**config.mk**
```make
export PLATFORM = sky130hd
export DESIGN_NAME = hazard_forward_ctrl_flat
export DESIGN_NICKNAME = d
export VERILOG_FILES = /design/src/rtl/hazard_forward_ctrl_pkg.sv /design/src/rtl/hazard_forward_ctrl_if.sv /design/src/rtl/hazard_forward_ctrl_fwd_compare.sv /design/src/rtl/hazard_forward_ctrl.sv /design/src/flat_wrapper.sv
export SDC_FILE = /design/constraint.sdc
export NUM_CORES = 1
export LEC_CHECK = 0
export ABC_AREA = 0
export CAP_MARGIN = 20
export CORE_MARGIN = 5
export CORE_UTILIZATION = 35
export CTS_CLUSTER_SIZE = 12
export DETAILED_ROUTE_END_ITERATION = 10
export PLACE_DENSITY_LB_ADDON = 0.05
export SLEW_MARGIN = 20
export SYNTH_ARGS = -nofsm -noshare
export SYNTH_HDL_FRONTEND = slang
export SYNTH_SLANG_ARGS = --single-unit
```
**constraint.sdc**
```tcl
create_clock -name clk -period 2.81 [get_ports clk]
set_input_delay 0.4215 -clock clk [delete_from_list [all_inputs] [get_ports clk]]
set_output_delay 0.4215 -clock clk [all_outputs]
set_load 0.005 [all_outputs]
```
**src/rtl/hazard_forward_ctrl_pkg.sv**
```systemverilog
`default_nettype none
// ============================================================================
// Module  : hazard_forward_ctrl_pkg
// Brief   : Shared constants, stage-tag type and match helper for the
//           hazard/forwarding controller and the datapath forwarding muxes.
// Revision: 1.0  initial release
// ============================================================================
package hazard_forward_ctrl_pkg;

  localparam int REG_AW = 5;

  // Operand-select codes understood by the E-stage forwarding muxes
  localparam logic [1:0] FWD_RF  = 2'd0;
  localparam logic [1:0] FWD_WB  = 2'd1;
  localparam logic [1:0] FWD_MEM = 2'd2;

  // Destination summary carried by each pipeline stage
  typedef struct packed {
    logic [REG_AW-1:0] wreg;
    logic              regwrite;
    logic              memtoreg;
  } stage_tag_t;

  // True when a stage will write the (non-$0) source register
  function automatic logic tag_hit(input stage_tag_t tag, input logic [REG_AW-1:0] src);
    return (src != '0) && tag.regwrite && (tag.wreg == src);
  endfunction

endpackage
`default_nettype wire

```
**src/rtl/hazard_forward_ctrl_if.sv**
```systemverilog
`default_nettype none
// ============================================================================
// Module  : hazard_forward_ctrl_if
// Brief   : D-stage decode inputs and hazard/forward control outputs.
// Revision: 1.0  initial release
// ============================================================================
interface hazard_forward_ctrl_if;
  import hazard_forward_ctrl_pkg::*;

  logic [REG_AW-1:0] RsD;
  logic [REG_AW-1:0] RtD;
  logic [REG_AW-1:0] WriteRegD;
  logic              RegWriteD;
  logic              MemtoRegD;
  logic              BranchD;
  logic [1:0]        ForwardAE;
  logic [1:0]        ForwardBE;
  logic              ForwardAD;
  logic              ForwardBD;
  logic              StallF;
  logic              StallD;
  logic              FlushE;
  logic [15:0]       stall_cnt;

  // Pipeline datapath side
  modport master (
    output RsD, RtD, WriteRegD, RegWriteD, MemtoRegD, BranchD,
    input  ForwardAE, ForwardBE, ForwardAD, ForwardBD,
           StallF, StallD, FlushE, stall_cnt
  );

  // Hazard controller side
  modport slave (
    input  RsD, RtD, WriteRegD, RegWriteD, MemtoRegD, BranchD,
    output ForwardAE, ForwardBE, ForwardAD, ForwardBD,
           StallF, StallD, FlushE, stall_cnt
  );

endinterface
`default_nettype wire

```
**src/rtl/hazard_forward_ctrl_fwd_compare.sv**
```systemverilog
`default_nettype none
// ============================================================================
// Module  : hazard_forward_ctrl_fwd_compare
// Brief   : E-stage operand select for one source register; M wins over W.
// Revision: 1.0  initial release
// ============================================================================
module hazard_forward_ctrl_fwd_compare
  import hazard_forward_ctrl_pkg::*;
(
  input  logic [REG_AW-1:0] src_i,
  input  stage_tag_t        m_tag_i,
  input  stage_tag_t        w_tag_i,
  output logic [1:0]        sel_o
);

  // Load flag is irrelevant to forwarding; sink it explicitly
  logic unused_memtoreg;
  assign unused_memtoreg = m_tag_i.memtoreg ^ w_tag_i.memtoreg;

  // Youngest producer (M) has priority over the older one (W)
  always_comb begin
    sel_o = FWD_RF;
    if (tag_hit(m_tag_i, src_i)) begin
      sel_o = FWD_MEM;
    end else if (tag_hit(w_tag_i, src_i)) begin
      sel_o = FWD_WB;
    end
  end

endmodule
`default_nettype wire

```
**src/rtl/hazard_forward_ctrl.sv**
```systemverilog
`default_nettype none
// ============================================================================
// Module  : hazard_forward_ctrl
// Brief   : Tracks E/M/W destination state and produces forwarding selects
//           plus load-use / branch stall and flush controls.
// Revision: 1.0  initial release
// ============================================================================
module hazard_forward_ctrl
  import hazard_forward_ctrl_pkg::*;
(
  input  logic                 clk,
  input  logic                 rst_n,
  hazard_forward_ctrl_if.slave bus
);

  stage_tag_t        e_tag_q, e_tag_d;
  stage_tag_t        m_tag_q;
  stage_tag_t        w_tag_q;
  logic [REG_AW-1:0] rs_e_q, rs_e_d;
  logic [REG_AW-1:0] rt_e_q, rt_e_d;
  logic [15:0]       stall_cnt_q;

  logic lwstall;
  logic branchstall;
  logic stall;

  // A stall turns the instruction entering E into an all-zero bubble
  always_comb begin
    e_tag_d = '{wreg: bus.WriteRegD, regwrite: bus.RegWriteD, memtoreg: bus.MemtoRegD};
    rs_e_d  = bus.RsD;
    rt_e_d  = bus.RtD;
    if (stall) begin
      e_tag_d = '0;
      rs_e_d  = '0;
      rt_e_d  = '0;
    end
  end

  // Advance the stage tracking registers every cycle
  always_ff @(posedge clk or negedge rst_n) begin
    if (!rst_n) begin
      e_tag_q <= '0;
      rs_e_q  <= '0;
      rt_e_q  <= '0;
      m_tag_q <= '0;
      w_tag_q <= '0;
    end else begin
      e_tag_q <= e_tag_d;
      rs_e_q  <= rs_e_d;
      rt_e_q  <= rt_e_d;
      m_tag_q <= e_tag_q;
      w_tag_q <= m_tag_q;
    end
  end

  // Load in E whose target is read by the instruction in D
  assign lwstall = e_tag_q.memtoreg && ((rt_e_q == bus.RsD) || (rt_e_q == bus.RtD));

  // D-stage branch compare needs a value not yet available in M
  assign branchstall = bus.BranchD &&
      ((e_tag_q.regwrite && ((e_tag_q.wreg == bus.RsD) || (e_tag_q.wreg == bus.RtD))) ||
       (m_tag_q.memtoreg && ((m_tag_q.wreg == bus.RsD) || (m_tag_q.wreg == bus.RtD))));

  assign stall = lwstall | branchstall;

  // Saturating count of stalled cycles
  always_ff @(posedge clk or negedge rst_n) begin
    if (!rst_n) begin
      stall_cnt_q <= '0;
    end else if (stall && (stall_cnt_q != 16'hFFFF)) begin
      stall_cnt_q <= stall_cnt_q + 16'd1;
    end
  end

  hazard_forward_ctrl_fwd_compare u_fwd_a (
    .src_i   (rs_e_q),
    .m_tag_i (m_tag_q),
    .w_tag_i (w_tag_q),
    .sel_o   (bus.ForwardAE)
  );

  hazard_forward_ctrl_fwd_compare u_fwd_b (
    .src_i   (rt_e_q),
    .m_tag_i (m_tag_q),
    .w_tag_i (w_tag_q),
    .sel_o   (bus.ForwardBE)
  );

  // Branch operands only forward from M; W is covered by the RF write-first
  assign bus.ForwardAD = tag_hit(m_tag_q, bus.RsD);
  assign bus.ForwardBD = tag_hit(m_tag_q, bus.RtD);

  assign bus.StallF    = stall;
  assign bus.StallD    = stall;
  assign bus.FlushE    = stall;
  assign bus.stall_cnt = stall_cnt_q;

endmodule
`default_nettype wire

```
**src/flat_wrapper.sv**
```systemverilog
// flat-port wrapper written by rule: the top's interface ports become plain ports
module hazard_forward_ctrl_flat import hazard_forward_ctrl_pkg::*;
  (clk, rst_n, bus_RsD, bus_RtD, bus_WriteRegD, bus_RegWriteD, bus_MemtoRegD, bus_BranchD, bus_ForwardAE, bus_ForwardBE, bus_ForwardAD, bus_ForwardBD, bus_StallF, bus_StallD, bus_FlushE, bus_stall_cnt);
  hazard_forward_ctrl_if bus_i ();
  input  logic clk;
  input  logic rst_n;
  input wire logic [$bits(bus_i.RsD)-1:0] bus_RsD;
  input wire logic [$bits(bus_i.RtD)-1:0] bus_RtD;
  input wire logic [$bits(bus_i.WriteRegD)-1:0] bus_WriteRegD;
  input wire logic [$bits(bus_i.RegWriteD)-1:0] bus_RegWriteD;
  input wire logic [$bits(bus_i.MemtoRegD)-1:0] bus_MemtoRegD;
  input wire logic [$bits(bus_i.BranchD)-1:0] bus_BranchD;
  output wire logic [$bits(bus_i.ForwardAE)-1:0] bus_ForwardAE;
  output wire logic [$bits(bus_i.ForwardBE)-1:0] bus_ForwardBE;
  output wire logic [$bits(bus_i.ForwardAD)-1:0] bus_ForwardAD;
  output wire logic [$bits(bus_i.ForwardBD)-1:0] bus_ForwardBD;
  output wire logic [$bits(bus_i.StallF)-1:0] bus_StallF;
  output wire logic [$bits(bus_i.StallD)-1:0] bus_StallD;
  output wire logic [$bits(bus_i.FlushE)-1:0] bus_FlushE;
  output wire logic [$bits(bus_i.stall_cnt)-1:0] bus_stall_cnt;
  assign bus_i.RsD = bus_RsD;
  assign bus_i.RtD = bus_RtD;
  assign bus_i.WriteRegD = bus_WriteRegD;
  assign bus_i.RegWriteD = bus_RegWriteD;
  assign bus_i.MemtoRegD = bus_MemtoRegD;
  assign bus_i.BranchD = bus_BranchD;
  assign bus_ForwardAE = bus_i.ForwardAE;
  assign bus_ForwardBE = bus_i.ForwardBE;
  assign bus_ForwardAD = bus_i.ForwardAD;
  assign bus_ForwardBD = bus_i.ForwardBD;
  assign bus_StallF = bus_i.StallF;
  assign bus_StallD = bus_i.StallD;
  assign bus_FlushE = bus_i.FlushE;
  assign bus_stall_cnt = bus_i.stall_cnt;
  hazard_forward_ctrl u_core (.clk(clk), .rst_n(rst_n), .bus(bus_i));
endmodule
```
==> summary.md, run 1 <==
| Metric | Value |
|---|---|
| Class of the most critical setup path | flop to output pin |
| Die span in x | 94.4 µm |
| Via count normalized by instance count | 4.86 |
| Crit path arrival time | 2310 ps |
| Clock period minus final worst setup slack | 2730 ps |
| Slew @ Worst Pin | 493 ps |
| Register area share after synthesis | 0.462 |
| Number of buffers on the longest clock path | 2 |
| Post-synth cell types | 37 |
| Library cell contributing the largest single delay on the critical path | clkdlybuf4s50_1 |
| Count of max-cap constraint violations | 0 |
| Biggest fanout along the worst timing path | 3 |
| Period Utilization, post-route | 0.973 |
| RD Place Congestion | 0.814 |
| Crit path from | u_core.m_tag_q[2] |
| Classification of the worst-slack hold path | primary input to async pin |
| Reg area | 0.00116 mm² |
| Fraction of post-synthesis cell area in the top cell type by area | 0.462 |
| Total of hold buffers inserted after clock tree synthesis | 0 |
| Total routed wirelength | 6130 µm |
| Worst hold slack across all endpoints | 68.0 ps |
| Final Net Count | 314 |
| Fin. Hold Viols | 0 |
| Post-Synthesis Net Count | 251 |
| Peak supply drop | 0.000330 V |
| Ports placed on the boundary | 45 |
| CP delay by family, top | buffers and inverters |
| First-pass GRT wire length | 9850 µm |
| Fillers | 649 |
| Antenna diode count | 0 |
| Sink Count | 46 |
| Post-Route Skew | 8.54 ps |
| Final Max Tran Viols | 0 |
| Layout cells sized above 1 | 0.214 |
| 1st-pass router iterations | 4 |
| Internal reg-to-reg setup slack | 570 ps |
| Number of cells in the finished layout apart from fillers | 390 |
| Instance count after placement with tap cells included | 377 |
| Buffers added on ports | 44 |
| Pwr Density | 494 mW/mm² |
| Antenna violations before repair | 0 |
| Per-cell routed wire length | 15.7 µm |
| Number of buffers created by CTS | 5 |
| Area grow syn2layout | 32.1% |
| Remaining max-slew budget at the tightest pin | 0.670 |
| Commonest cells after routing, fill and taps aside | 41 x dfrtp_1, 38 x xnor2_1, 31 x clkdlybuf4s50_1 |
| Floorplan die area | 0.00890 mm² |
| Total of flip-flops plus latches after synthesis | 46 |
| Clock tree root buffer cell | clkbuf_8 |
| Core footprint | 0.00687 mm² |
| Biggest area contributors in the synthesized netlist | dfrtp_1 46%, xnor2_1 13%, xor2_1 7.4% |
| Worst setup margin | 75.9 ps |
| Startpoint kind of the worst setup timing path | flop |
| Slowest stage delay, CP | 490 ps |
| Clock insertion delay at the later pin of the skew report | 300 ps |
| Overall overflow remaining after global route | 0 |
| Sort of element at the end of the critical path | output pin |
| Outcome | finished clean |
| Area of the mapped netlist | 0.00249 mm² |
| Count of mapped cells out of synthesis | 230 |
| Count of synthesis-stage warnings from yosys | 0 |
| Critical Path, Cell by Cell | nor2b_1 -> a2111o_1 -> nor4_4 -> o31ai_4 -> and2_1 -> inv_2 -> clkdlybuf4s50_1 |
| TritonCTS clock tree | yes |
| Detailed router's first-iteration violation count | 40 |
| Synthesized area divided by synthesized cell count | 10.8 µm² |
| Number of global-route vias before repair | 1,990 |
| Total of endpoints with negative setup slack in the final report | 0 |
| Required time of the worst setup path | 2390 ps |
| DRC violation count after routing | 0 |
| Highest Clock Rate | 0.366 GHz |
| Starting density of the core | 0.363 |
| Leakage | 1.43 nW |
| Floorplan die height | 94.4 µm |
| HPWL after detailed placement | 4340 µm |
| Number of H-tree branching levels | 2 |
| Total negative setup slack | 0 ps |
| Most common cell after layout, fill and taps aside | dfrtp_1 |
| Pin count of the biggest net entering global routing | 33 |
| Via count | 1,896 |
| Reg-to-reg critical path startpoint | u_core.bus.stall_cnt[0] |
| Area of combinational cells with multiple inputs | 0.00127 mm² |
| DRT antenna net count | 0 |
| Cell type with the largest total area after synthesis | dfrtp_1 |
| Worst slack at placement | -224 ps |
| Number of buffers and inverters on the critical path | 2 |
| Clock transition at the registers of the reported paths | 90 ps |
| Row cnt | 30 |
| GRT Util Overall | 0.143 |
logic make-up after synthesis:
family	synth area share
buffers and inverters	0.0387
AND/OR/NAND/NOR	0.177
AO/OA/AOI/OAI	0.100
adder cells (fa/ha/maj)	0.00502
XOR/XNOR	0.207
flip-flops	0.462
multiplexers	0.00904
metrics by stage:
stage,util,cell area [µm²],total power [mW]
floorplan,-,2490,1.01
global placement,0.456,3130,1.21
detailed placement,0.456,3130,1.21
CTS,0.472,3240,1.63
global route,0.479,3290,1.73
finish,0.479,3290,1.63
layout make-up:
cell class,count,area share
Multi-Input combinational cell,163,0.385
Sequential cell,46,0.352
Timing Repair Buffer,69,0.190
Tap cell,96,0.0365
Clock buffer,7,0.0262
Inverter,8,0.00913
Clock inverter,1,0.00152
synthesized netlist by cell type, drive strengths merged:
master,count
mux2,2
o211ai,1
or3b,1
a31oi,1
a2111o,1
nor2b,3
or2,1
a21oi,4
inv,8
nand3,6
ha,1
xor2,21
nand2,14
or4,4
a211oi,11
nor2,5
and3,21
o22ai,3
dfrtp,46
o221ai,1
and2,3
clkbuf,9
nand4,9
o2bb2ai,1
buf,4
o21ai,2
nor4,5
and2b,1
o31ai,1
xnor2,38
nor3,2
per-layer routing:
metal	GRT usage	share of wire
met2	0.216	0.45
met4	0.0457	0.015
met5	0	0
met1	0.209	0.49
met3	0.0223	0.043
worst paths after layout:
| kind | end | cells after the start |
|---|---|---|
| setup / recovery | bus_FlushE | 7 |
| hold / removal | u_core.e_tag_q[0] | 1 |
| setup reg to reg | u_core.bus.stall_cnt[15] | 7 |
| hold reg to reg | u_core.m_tag_q[1] | 0 |
| max in group asynchronous | u_core.m_tag_q[6] | 2 |
| min in group clk | u_core.m_tag_q[1] | 0 |
where the power goes:
group	switching, mW	total, mW	internal [mW]	leakage [nW]
Clock	0.221	0.420	0.199	0.0482
Combinational	0.165	0.391	0.226	0.818
Sequential	0.0835	0.815	0.731	0.562
Total	0.470	1.63	1.16	1.43
flip-flops by register name (all words and copies together), names as in the netlist:
register	count
u_core.rs_e_q	5
u_core.rt_e_q	5
u_core.m_tag_q	7
u_core.bus.stall_cnt	16
u_core.e_tag_q	7
u_core.w_tag_q	6
what timing repair did:
item / 4_1_cts / 5_1_grt
resized for setup: 13 / 10
endpoints found under the setup margin: 5 / 5
setup buffers: 1 / 4
cloned: 0 / 0
pin swaps: 0 / 2
Note: power is estimated with default switching activity, not from simulation.
==> run 2: changes to the inputs <==
--- a/config.mk
+++ b/config.mk
@@ -8,9 +8,10 @@
 export ABC_AREA = 0
 export CAP_MARGIN = 20
 export CORE_MARGIN = 5
-export CORE_UTILIZATION = 35
+export CORE_UTILIZATION = 40
 export CTS_CLUSTER_SIZE = 12
 export DETAILED_ROUTE_END_ITERATION = 10
+export HOLD_SLACK_MARGIN = 0.15
 export PLACE_DENSITY_LB_ADDON = 0.05
 export SLEW_MARGIN = 20
 export SYNTH_ARGS = -nofsm -noshare
==> summary.md, run 2 (same netlist as run 1, synthesis figures left out) <==
| Metric | Value |
|---|---|
| Outcome | finished clean |
| Peak supply drop | 0.000399 V (+21%) |
| Layout cells sized above 1 | 0.204 (-0.0101) |
| Reg area | 0.00116 mm² (unchanged) |
| Commonest cells after routing, fill and taps aside | 41 x dfrtp_1, 38 x xnor2_1, 32 x clkdlybuf4s50_1 |
| Slew @ Worst Pin | 580 ps (+87.4 ps) |
| Area grow syn2layout | 29.4% |
| Antenna violations before repair | 0 (unchanged) |
| Buffers added on ports | 44 (unchanged) |
| Biggest fanout along the worst timing path | 5 (+2) |
| Fin. Hold Viols | 0 (unchanged) |
| First-pass GRT wire length | 9330 µm (-5.3%) |
| GRT Util Overall | 0.155 (+0.0118) |
| Total routed wirelength | 5640 µm (-8.1%) |
| RD Place Congestion | 0.822 (+1.1%) |
| Post-Route Skew | 6.55 ps (-2.00 ps) |
| Starting density of the core | 0.416 (+0.0532) |
| Period Utilization, post-route | 0.954 (-0.0191) |
| TritonCTS clock tree | yes |
| Remaining max-slew budget at the tightest pin | 0.613 (-0.0568) |
| Startpoint kind of the worst setup timing path | primary input |
| Total of endpoints with negative setup slack in the final report | 0 (unchanged) |
| Worst setup margin | 129 ps (+53.5 ps) |
| Row cnt | 28 (-6.7%) |
| Core footprint | 0.00599 mm² (-13%) |
| CP delay by family, top | buffers and inverters |
| Detailed router's first-iteration violation count | 66 (+65%) |
| Sink Count | 46 (unchanged) |
| Fillers | 546 (-16%) |
| Library cell contributing the largest single delay on the critical path | or4_1 |
| Clock period minus final worst setup slack | 2680 ps (-53.5 ps) |
| Via count | 1,856 (-2.1%) |
| DRT antenna net count | 0 (unchanged) |
| 1st-pass router iterations | 4 (unchanged) |
| Required time of the worst setup path | 2390 ps (about the same) |
| Classification of the worst-slack hold path | primary input to async pin |
| Number of buffers on the longest clock path | 2 (unchanged) |
| Per-cell routed wire length | 15.5 µm (-1.6%) |
| Number of cells in the finished layout apart from fillers | 364 (-6.7%) |
| Via count normalized by instance count | 5.10 (+4.9%) |
| Die span in x | 88.9 µm (-5.8%) |
| Number of H-tree branching levels | 2 (unchanged) |
| Sum of internal, switching and leakage power | 1.60 mW (-1.6%) |
| Number of flip-flops in the largest register | 16 (unchanged) |
| Area of combinational cells with multiple inputs | 0.00127 mm² (about the same) |
| Sort of element at the end of the critical path | output pin |
| Slowest stage delay, CP | 500 ps (about the same) |
| Instance count after placement with tap cells included | 351 (-6.9%) |
| DRC violation count after routing | 0 (unchanged) |
| Clock insertion delay at the later pin of the skew report | 290 ps (about the same) |
| Number of buffers created by CTS | 5 (unchanged) |
| Clock transition at the registers of the reported paths | 80 ps (about the same) |
| Total negative setup slack | 0 ps (unchanged) |
| Class of the most critical setup path | primary input to output pin |
| Number of global-route vias before repair | 1,879 (-5.6%) |
| Pwr Density | 497 mW/mm² (+0.50%) |
| Critical Path, Cell by Cell | dlygate4sd2_1 -> buf_4 -> or4_1 -> o21ai_1 -> nor3_1 -> and2b_2 -> clkdlybuf4s50_1 |
| Floorplan die height | 88.9 µm (-5.8%) |
| Most common cell after layout, fill and taps aside | dfrtp_1 |
| Post-layout instance area | 0.00322 mm² (-2.1%) |
| Final Net Count | 309 (-1.6%) |
| Highest Clock Rate | 0.373 GHz (+2.0%) |
| Area of placed instances | 0.00307 mm² (-2.0%) |
| Floorplan die area | 0.00791 mm² (-11%) |
| Unrepaired setup endpoints after global routing | no |
| Overall overflow remaining after global route | 0 (unchanged) |
| Ports placed on the boundary | 45 (unchanged) |
| Clock tree root buffer cell | clkbuf_8 |
| Count of max-cap constraint violations | 0 (unchanged) |
| Leakage | 1.39 nW (-2.4%) |
| Antenna diode count | 0 (unchanged) |
| Final Max Tran Viols | 0 (unchanged) |
| Pin count of the biggest net entering global routing | 47 (+42%) |
| Crit path arrival time | 2260 ps (-50 ps) |
| Worst slack at placement | -160 ps (+63.3 ps) |
| Number of buffers and inverters on the critical path | 3 (+1) |
| HPWL after detailed placement | 4010 µm (-7.7%) |
-- run 2: changes by cell type in the layout (fill, tap and decap cells not counted), moves of 2 or more --
cell,change
nor2_2,+2
buf_4,-4
dlymetal6s2s_1,-2
nor2_1,-2
-- run 2: cell type report --
class | instances | share of cell area
timing repair buffer | 64 | 0.181
clock buffer | 7 | 0.0268
inverter | 8 | 0.00932
tap | 75 | 0.0291
multi-input combinational | 163 | 0.393
clock inverter | 1 | 0.00155
sequential | 46 | 0.359
-- run 2: layer usage --
| layer | part of all wire | wire [µm] | vias to the layer above | track usage |
|---|---|---|---|---|
| li1 | - | - | 916 | - |
| met1 | 0.50 | 2810 | 889 | 0.231 |
| met2 | 0.45 | 2510 | 43 | 0.227 |
| met3 | 0.040 | 227 | 8 | 0.0332 |
| met4 | 0.015 | 85 | 0 | 0.0426 |
| met5 | 0 | 0 | - | 0 |
-- run 2: path summary, 6_finish.rpt --
kind | to | start | cells after the start | slack (ps)
min in group clk | u_core.m_tag_q[0] | u_core.e_tag_q[0] | 0 | 410
max | bus_ForwardAD | bus_RsD[1] | 7 | 130
max reg2reg | u_core.bus.stall_cnt[1] | u_core.m_tag_q[2] | 7 | 470
max in group asynchronous | u_core.m_tag_q[2] | rst_n | 1 | 2260
min | u_core.rt_e_q[3] | rst_n | 1 | 120
min reg2reg | u_core.m_tag_q[0] | u_core.e_tag_q[0] | 0 | 410
-- run 2: worst reg2reg max path: stages, from the launching register on --
cell and delay (ps):
dfrtp_2 410, nor2b_1 140, a2111o_1 430, nor4_4 330, o31ai_4 80, buf_4 260
a21oi_1 230, mux2_2 350
-- run 2: stage by stage --
stage | hold slack, ps | util
2_1_floorplan | 126 | -
3_3_place_gp | 391 | 0.512
3_5_place_dp | 393 | 0.512
4_1_cts | 347 | 0.536
5_1_grt | 171 | 0.538
6_report | 123 | 0.538
-- run 2: report_power, final --
part / internal (mW) / total [mW] / switching (mW)
Combinational: 0.218 / 0.377 / 0.159
Sequential: 0.731 / 0.817 / 0.0854
Clock: 0.199 / 0.407 / 0.209
-- run 2: timing repair --
item	4_1_cts	5_1_grt
pin swaps	3	3
buffers inserted	5	0
endpoints found under the setup margin	4	4
gates resized for setup	18	6
hold endpoints to repair	0	0
hold buffers	0	0
